### config.mk
export PLATFORM = sky130hd
export DESIGN_NAME = shared_store_sched
export DESIGN_NICKNAME = d
export VERILOG_FILES = /design/src/rtl/shared_store_sched_pkg.sv /design/src/rtl/rr_arb2.sv /design/src/rtl/shared_store_sched.sv
export SDC_FILE = /design/constraint.sdc
export NUM_CORES = 1
export LEC_CHECK = 0
export ABC_AREA = 0
export ABC_CLOCK_PERIOD_IN_PS = 2450
export BUFFER_PORTS_ARGS = -buffer_cell sky130_fd_sc_hd__clkbuf_2
export CAP_MARGIN = 20
export CORE_ASPECT_RATIO = 0.5
export CORE_UTILIZATION = 50
export DETAILED_ROUTE_END_ITERATION = 10
export PLACE_DENSITY = 0.87
export SETUP_SLACK_MARGIN = 0.3
export SLEW_MARGIN = 5
export SYNTH_ARGS = -nofsm -noshare
export SYNTH_HDL_FRONTEND = slang
export SYNTH_HIERARCHICAL = 1
export SYNTH_SLANG_ARGS = --single-unit
### constraint.sdc
create_clock -name clk -period 2.45 [get_ports clk]
set_input_delay 0.49 -clock clk [delete_from_list [all_inputs] [get_ports clk]]
set_output_delay 0.49 -clock clk [all_outputs]
set_load 0.01 [all_outputs]
### src/rtl/shared_store_sched_pkg.sv
// Shared types for the capture/replay backing-store scheduler.
// Latency: n/a (types only).
// Backpressure: n/a (types only).
package shared_store_sched_pkg;

    typedef enum logic {
        INIT = 1'b0,
        RUN  = 1'b1
    } state_e;

    // Bit index of each requester in the arbiter request/grant vectors.
    typedef enum logic {
        WR = 1'b0,
        RD = 1'b1
    } side_e;

endpackage

### src/rtl/rr_arb2.sv
// Two-way round-robin arbiter: one grant per cycle among eligible requests.
// Latency: combinational grant; pointer updates on the following edge.
// Backpressure: a request that is not eligible is never granted.
//
// Ports: req/elig index 0 = WR side, index 1 = RD side; gnt is one-hot or zero;
// ptr names the side that wins the next contested cycle.
module rr_arb2
    import shared_store_sched_pkg::*;
(
    input  logic       clk,
    input  logic       rst_n,
    input  logic [1:0] req,
    input  logic [1:0] elig,
    output logic [1:0] gnt,
    output side_e      ptr
);

    logic [1:0] act;

    assign act = req & elig;

    always_comb begin
        gnt = act;
        if (act == 2'b11) begin
            gnt = (ptr == WR) ? 2'b01 : 2'b10;
        end
    end

    // Only a contested cycle moves the pointer; lone grants leave it alone.
    always_ff @(posedge clk or negedge rst_n) begin
        if (!rst_n) begin
            ptr <= WR;
        end else if (act == 2'b11) begin
            ptr <= (ptr == WR) ? RD : WR;
        end
    end

endmodule

### src/rtl/shared_store_sched.sv
// Schedules a write port and a read port onto one single-port sync memory; zero-fills it after reset/clear.
// Latency: write issues in the handshake cycle; read data appears on out_* 2 cycles after the read handshake.
// Backpressure: out_ready low holds the result and blocks further reads; clear/INIT blocks both ports.
//
// Ports: wr_* write requester, rd_* read requester, out_* read result stream,
// clear_req re-zero pulse, busy status, mem_* external memory interface.
module shared_store_sched
    import shared_store_sched_pkg::*;
#(
    parameter int AW = 4,
    parameter int DW = 8
) (
    input  logic          clk,
    input  logic          rst_n,
    input  logic          wr_valid,
    output logic          wr_ready,
    input  logic [AW-1:0] wr_addr,
    input  logic [DW-1:0] wr_data,
    input  logic          rd_valid,
    output logic          rd_ready,
    input  logic [AW-1:0] rd_addr,
    output logic          out_valid,
    input  logic          out_ready,
    output logic [DW-1:0] out_data,
    input  logic          clear_req,
    output logic          busy,
    output logic          mem_en,
    output logic          mem_we,
    output logic [AW-1:0] mem_addr,
    output logic [DW-1:0] mem_wdata,
    input  logic [DW-1:0] mem_rdata
);

    localparam int            DEPTH = 2 ** AW;
    localparam logic [AW-1:0] LAST  = AW'(DEPTH - 1);

    state_e        state;
    logic [AW-1:0] init_cnt;
    logic          rd_inflight;
    logic          clear_pending;
    logic [AW-1:0] last_addr;
    logic [DW-1:0] last_wdata;

    logic          wr_elig;
    logic          rd_elig;
    logic [1:0]    gnt;
    logic          wr_gnt;
    logic          rd_gnt;
    side_e         rr_ptr;

    assign wr_elig = (state == RUN) && !clear_pending;
    // A read may only issue if its result slot will be free when data returns.
    assign rd_elig = wr_elig && !rd_inflight && (!out_valid || out_ready);

    rr_arb2 u_arb (
        .clk   (clk),
        .rst_n (rst_n),
        .req   ({rd_valid, wr_valid}),
        .elig  ({rd_elig, wr_elig}),
        .gnt   (gnt),
        .ptr   (rr_ptr)
    );

    assign wr_gnt = gnt[WR];
    assign rd_gnt = gnt[RD];

    assign wr_ready = wr_elig && !(rd_valid && rd_elig && (rr_ptr == RD));
    assign rd_ready = rd_elig && !(wr_valid && wr_elig && (rr_ptr == WR));

    assign busy = (state == INIT) || clear_pending;

    // Memory strobes are combinational so a grant reaches the memory in its
    // own cycle. Reset is folded in because INIT would otherwise strobe the
    // memory while rst_n is still low.
    always_comb begin
        mem_en    = 1'b0;
        mem_we    = 1'b0;
        mem_addr  = last_addr;
        mem_wdata = last_wdata;
        if (!rst_n) begin
            mem_addr  = '0;
            mem_wdata = '0;
        end else if (state == INIT) begin
            mem_en    = 1'b1;
            mem_we    = 1'b1;
            mem_addr  = init_cnt;
            mem_wdata = '0;
        end else if (wr_gnt) begin
            mem_en    = 1'b1;
            mem_we    = 1'b1;
            mem_addr  = wr_addr;
            mem_wdata = wr_data;
        end else if (rd_gnt) begin
            mem_en    = 1'b1;
            mem_addr  = rd_addr;
        end
    end

    // Idle cycles replay the last address/data so the bus does not toggle.
    always_ff @(posedge clk or negedge rst_n) begin
        if (!rst_n) begin
            last_addr  <= '0;
            last_wdata <= '0;
        end else if (mem_en) begin
            last_addr  <= mem_addr;
            last_wdata <= mem_wdata;
        end
    end

    always_ff @(posedge clk or negedge rst_n) begin
        if (!rst_n) begin
            state         <= INIT;
            init_cnt      <= '0;
            rd_inflight   <= 1'b0;
            clear_pending <= 1'b0;
            out_valid     <= 1'b0;
            out_data      <= '0;
        end else begin
            rd_inflight <= rd_gnt;

            if (rd_inflight) begin
                out_data  <= mem_rdata;
                out_valid <= 1'b1;
            end else if (out_ready) begin
                out_valid <= 1'b0;
            end

            case (state)
                INIT: begin
                    init_cnt <= init_cnt + 1'b1;
                    if (init_cnt == LAST) begin
                        state <= RUN;
                    end
                end
                RUN: begin
                    // clear_pending blocks new grants, so any read still in
                    // flight lands on this same edge; INIT can start next.
                    if (clear_pending) begin
                        state         <= INIT;
                        init_cnt      <= '0;
                        clear_pending <= 1'b0;
                    end else if (clear_req) begin
                        clear_pending <= 1'b1;
                    end
                end
                default: state <= INIT;
            endcase
        end
    end

endmodule

==> results.json, run 1 <==
{
  "ios": 56,
  "cp_max_fo": 5,
  "place_hpwl_mm": 2.406,
  "synth_ff_type": "dfrtp_1",
  "first_iter_violations": 47,
  "antenna_cells": 0,
  "synth_edf_count": 0,
  "place_ws_ns": 0.07263,
  "synth_top_area_cell": "dfrtp_1",
  "worstMarginPinSlew_ns": 0.4293,
  "fin_tns_setup_ns": 0,
  "avgRoutedWirePerCell_um": 14.42,
  "first_pass_iters": 6,
  "row_count": 14,
  "vias": 1550,
  "hold_viol_final": 0,
  "hp-class": "in -> async",
  "clk_pin_slew_worst_paths_ns": 0.07,
  "finalCritPeriodShare_pct": 99.98,
  "skew_ns": 0.008850,
  "fmax_mhz": 408.2,
  "drive_above_1_share_pct": 45.23,
  "setup_viol": 0,
  "synth_cell_type_count": 35,
  "routed_via_density": 5.516,
  "min_period_ns": 2.450,
  "grt_pass1_wl_mm": 6.258,
  "synth_area_leaders": "dfrtp_1 44%, mux2i_1 6.7%, mux2_2 5.5%",
  "antenna_found_initial": 0,
  "ys_ff_latch": 29,
  "grt_pass1_vias": 1390,
  "postSynthCellCount": 167,
  "rsz0062_at_grt": "true",
  "clock_latency_ns": 0.28,
  "cts_max_level": 2,
  "ys_seq_area_share_pct": 44.38,
  "synth_top_area_share_pct": 44.38,
  "status": "finished clean",
  "gp_congestion": 0.7962,
  "wirelength_mm": 4.053,
  "syn2layout_area_growth_pct": 39.56,
  "synth_nets": 198,
  "drc": 0,
  "drv_cap": 0,
  "syn_avg_cell_area_um2": 9.792,
  "layout_setup_ws_ns": 0.0004980,
  "cts_root_buf": "clkbuf_8",
  "worstPathArrival_ns": 1.96,
  "peakVddDrop_uv": 627.9,
  "critPathKind": "reg -> out",
  "die_area_mm2": 0.003517,
  "slew_headroom_pct": 71.38,
  "r2r_setup_slack_ns": 0.41,
  "core-area_mm2": 0.003065,
  "finalInstanceArea_mm2": 0.002282,
  "cts_buffers": 5,
  "yosysWarnings": 6,
  "crit_required_ns": 1.96,
  "synth.top_cells.by_count": "29 x dfrtp_1, 19 x inv_1, 12 x nand3_1, 12 x nor2_1",
  "die_h_um": 42.44,
  "drv_slew": 0,
  "crit_path_end_kind": "primary output",
  "clk_path_buf_depth": 2,
  "async_flop_share_pct": 100.0,
  "cts.sinks": 29,
  "powerDensity_mw_per_mm2": 954.2,
  "ant_nets": 0,
  "fp.dieW_um": 82.88,
  "nets": 271,
  "dpl_cell_area_mm2": 0.001933,
  "grt.total_usage_pct": 23.14,
  "leakage_nw": 1.084,
  "cts_tree": "done",
  "critPathLaunchType": "register",
  "overflow": 0,
  "synth_area_mm2": 0.001635,
  "post-synth-top-count-cell": "dfrtp_1",
  "grt_max_degree": 27,
  "initial_core_util_pct": 53.35,
  "port_buffers": 55
}
cells in the final DEF, fill, tap and decap left out, types with 4 or more instances in the layout:
cell type / synthesis / layout
nand3_1: 12 / 12
buf_4: 5 / 16
nor2_1: 12 / 9
mux2_2: 8 / 8
a21oi_1: 5 / 5
o21ai_0: 11 / 8
a22o_1: 8 / 8
mux2i_1: 11 / 10
o21a_1: 4 / 4
inv_1: 19 / 19
clkbuf_8: 0 / 7
dfrtp_1: 29 / 29
buf_2: 4 / 7
nand2_1: 8 / 7
buf_6: 3 / 4
clkbuf_2: 0 / 47
worst max-delay path, cell delays in order (launching register included):
cell and delay [ns]:
dfrtp_1 0.37, and2b_2 0.29, inv_4 0.05, nor2_4 0.14, a31oi_4 0.14, buf_4 0.18
nand3_1 0.11, o21ai_2 0.08, o21a_1 0.19, buf_2 0.13
worst paths after layout:
| path | from | end | cells past startpoint |
|---|---|---|---|
| min in group clk | clear_req | clear_pending | 3 |
| min | rst_n | init_cnt[1] | 1 |
| max in group asynchronous | rst_n | last_wdata[3] | 2 |
| max reg2reg | clear_pending | last_wdata[0] | 10 |
| min reg2reg | out_data[2] | out_data[2] | 1 |
| max | clear_pending | mem_addr[3] | 9 |
sequential cells by signal (all words and copies together), names as in the netlist:
name           flops
last_wdata         8
out_data           8
init_cnt           4
last_addr          4
clear_pending      1
out_valid          1
rd_inflight        1
state              1
u_arb/ptr          1
power by group:
part / switching, mW / leakage (nW) / internal [mW] / total [mW]
clock network: 0.189 / 0.0542 / 0.254 / 0.442
registers: 0.110 / 0.370 / 0.638 / 0.748
logic: 0.479 / 0.659 / 0.508 / 0.987
cell families after synthesis:
kind of cell | synth area share, %
AOI/OAI and AO/OA | 18.44
and+or+nand+nor | 12.40
buffers and inverters | 10.18
DFF | 44.38
muxes | 12.24
xor gates and xnor gates | 1.607
adders and majority gates | 0.7650
area by class of cell:
class / instances / area (um^2)
multi-input cells: 106 / 792.0
fillers: 210 / 783.3
flip-flops and latches: 29 / 725.7
repair buffers: 78 / 535.5
clock buffers: 7 / 96.34
inverters: 20 / 77.57
well taps: 40 / 50.05
clock inverters: 1 / 5.005
layer usage:
metal / global-route usage (%) / vias to the layer above / wire length (um) / share of wire, %
li1: - / 729 / - / -
met1: 27.34 / 735 / 1750 / 43
met2: 41.48 / 71 / 1973 / 49
met3: 6.299 / 15 / 237 / 5.8
met4: 7.931 / 0 / 91 / 2.2
met5: 0 / - / 0 / 0
through the flow:
stage	hold WS (ns)	util (%)	cells	power, mW
final	0.1271	74.45	281	2.178
after CTS	0.1317	73.67	281	2.129
after floorplan	0.1944	-	167	1.293
after global placement	0.4364	63.06	256	1.470
after global routing	0.1499	74.45	281	2.285
after detailed placement	0.4424	63.06	256	1.509
what timing repair did:
item                                    4_1_cts  5_1_grt
endpoints found under the setup margin       14       14
resized for setup                            12       17
buffers inserted                             15        0
endpoints found under the hold margin         0        0
hold buffers                                  0        0
pin swaps                                     2        4
cloned                                        2        0
Power figures use the tool's default switching activity.
==> run 2, diff against run 1 <==
--- a/config.mk
+++ b/config.mk
@@ -6,13 +6,13 @@
 export NUM_CORES = 1
 export LEC_CHECK = 0
 export ABC_AREA = 0
-export ABC_CLOCK_PERIOD_IN_PS = 2450
+export ABC_CLOCK_PERIOD_IN_PS = 2900
 export BUFFER_PORTS_ARGS = -buffer_cell sky130_fd_sc_hd__clkbuf_2
 export CAP_MARGIN = 20
 export CORE_ASPECT_RATIO = 0.5
-export CORE_UTILIZATION = 50
+export CORE_UTILIZATION = 53
 export DETAILED_ROUTE_END_ITERATION = 10
-export PLACE_DENSITY = 0.87
+export PLACE_DENSITY = 0.91
 export SETUP_SLACK_MARGIN = 0.3
 export SLEW_MARGIN = 5
 export SYNTH_ARGS = -nofsm -noshare
==> constraint.sdc (replaced) <==
create_clock -name clk -period 2.9 [get_ports clk]
set_input_delay 0.58 -clock clk [delete_from_list [all_inputs] [get_ports clk]]
set_output_delay 0.58 -clock clk [all_outputs]
set_load 0.01 [all_outputs]
==> run 2 against run 1 <==
  * First-iteration DRC count rose to 3.2 times the previous value
  * Via count down 1.4%
  * Power down 19%
  * Hold slack better by 0.11 ns
  * Critical path depth down 1
  * Setup slack better by 0.23 ns
==> results.json, run 2 (synthesis gave the netlist of run 1 again) <==
{
  "status": "finished clean",
  "nets": 268,
  "crit_path_start": "clear_pending",
  "drv_cap": 0,
  "clock_latency_ns": 0.29,
  "first_iter_violations": 151,
  "row_count": 13,
  "hold_viol_final": 0,
  "grt_pass1_vias": 1261,
  "first_pass_iters": 5,
  "fin_tns_setup_ns": 0,
  "powerDensity_mw_per_mm2": 792.9,
  "skew_ns": 0.002975,
  "crit_required_ns": 2.32,
  "min_period_ns": 2.665,
  "die_h_um": 41.28,
  "cts_tree": "done",
  "total_power_mw": 1.760,
  "instances_no_fill": 275,
  "nFillCells": 183,
  "ant_nets": 0,
  "seqCellArea_um2": 726.9,
  "grt_pass1_wl_mm": 5.892,
  "cts.sinks": 29,
  "r2r_setup_slack_ns": 0.91,
  "r2r_start": "clear_pending",
  "core-area_mm2": 0.002749,
  "peakVddDrop_uv": 528.6,
  "crit_path_end_kind": "primary output",
  "antenna_found_initial": 0,
  "avgRoutedWirePerCell_um": 15.05,
  "vias": 1529,
  "grt_max_degree": 28,
  "routed_via_density": 5.560,
  "dp_cells": 252,
  "clk_path_buf_depth": 2,
  "initial_core_util_pct": 59.49,
  "port_buffers": 55,
  "syn2layout_area_growth_pct": 35.73,
  "gp_congestion": 0.7981,
  "drive_above_1_share_pct": 44.12,
  "largest_registers": "last_wdata x8, out_data x8",
  "cts_buffers": 5,
  "die_area_mm2": 0.003325,
  "rsz0062_at_grt": "true",
  "worstPathArrival_ns": 2.09,
  "cts_root_buf": "clkbuf_8",
  "leakage_nw": 1.040,
  "hp-class": "in -> async",
  "fp.dieW_um": 80.56,
  "drv_slew": 0,
  "reg2reg_depth": 10,
  "multi_input_area_um2": 800.8,
  "drc": 0,
  "critPathKind": "reg -> out",
  "cp_max_fo": 6,
  "critPathLaunchType": "register",
  "fmax_mhz": 375.2,
  "setup_viol": 0,
  "ios": 56,
  "overflow": 0,
  "finalCritPeriodShare_pct": 91.91,
  "worstMarginPinSlew_ns": 0.5019,
  "grt.total_usage_pct": 25.83,
  "wirelength_mm": 4.138,
  "antenna_cells": 0,
  "cts_max_level": 2,
  "slew_headroom_pct": 66.54,
  "final_common_cell": "clkbuf_2",
  "endpoint": "mem_addr[2]",
  "place_hpwl_mm": 2.478,
  "final_cell_mix": "51 x clkbuf_2, 28 x dfrtp_1, 19 x inv_1",
  "clk_pin_slew_worst_paths_ns": 0.06,
  "postCtsHoldBufs": 0,
  "fin_util_pct": 80.75,
  "r2r_end": "last_wdata[0]"
}
==> run 2: changes by cell type in the layout (fill, tap and decap cells not counted), moves of 2 or more <==
cell | before | now
buf_2 | 7 | 3
buf_6 | 4 | 1
clkbuf_2 | 47 | 51
clkbuf_8 | 7 | 5
o21ai_0 | 8 | 11
o21ai_2 | 2 | 0
==> run 2: worst max-delay path, stage by stage, from the launching register on <==
cell and delay [ns]:
dfrtp_1 0.39, and2b_4 0.31, inv_4 0.06, nor2_4 0.13
o211a_4 0.25, mux2i_2 0.24, nor2_1 0.08, o21a_1 0.20
buf_6 0.13
==> run 2: layer usage <==
layer / up-vias / part of all wire [%] / global-route usage (%)
met4: 0 / 3.1 / 8.036
li1: 722 / - / -
met2: 66 / 48 / 46.82
met1: 725 / 43 / 29.89
met3: 16 / 5.8 / 9.556
met5: - / 0 / 0
==> run 2: stage by stage <==
step           hold slack (ns)  area [um^2]  setup WS [ns]
6_report                0.2421         2220         0.2346
5_1_grt                 0.2820         2220         0.1489
4_1_cts                 0.2572         2128         0.3145
3_5_place_dp            0.4946         1909         0.2401
3_3_place_gp            0.4881         1909         0.3034
2_1_floorplan           0.2844         1635         0.6055
==> run 2: final cells by class <==
class	instances	share of cell area (%)
Clock inverter	3	0.7892
Timing Repair Buffer	74	21.70
Sequential cell	29	32.75
Multi-Input combinational cell	107	36.08
Inverter	20	3.495
Clock buffer	5	3.100
Tap cell	37	2.086
==> run 2: repair_timing <==
item	CTS	global route
pin swaps	1	1
buffers inserted	4	9
endpoints found under the setup margin	14	14
gates resized for setup	9	11
gates cloned	2	0
==> run 2: worst min-delay path by stage <==
stage / from / end / slack, ns / depth (start not counted)
after global placement: out_data[3] / out_data[3] / 0.49 / 1
after floorplan: rst_n / clear_pending / 0.28 / 0
after global routing: rst_n / out_data[1] / 0.28 / 1
after detailed placement: last_addr[3] / last_addr[3] / 0.49 / 1
final: rst_n / out_data[2] / 0.24 / 1
after CTS: rst_n / out_data[2] / 0.26 / 1
==> run 2: power breakdown <==
part	leakage, nW	switching [mW]	internal (mW)
clock	0.0439	0.163	0.165
sequential	0.369	0.101	0.539
combinational	0.628	0.401	0.391
total	1.04	0.665	1.10
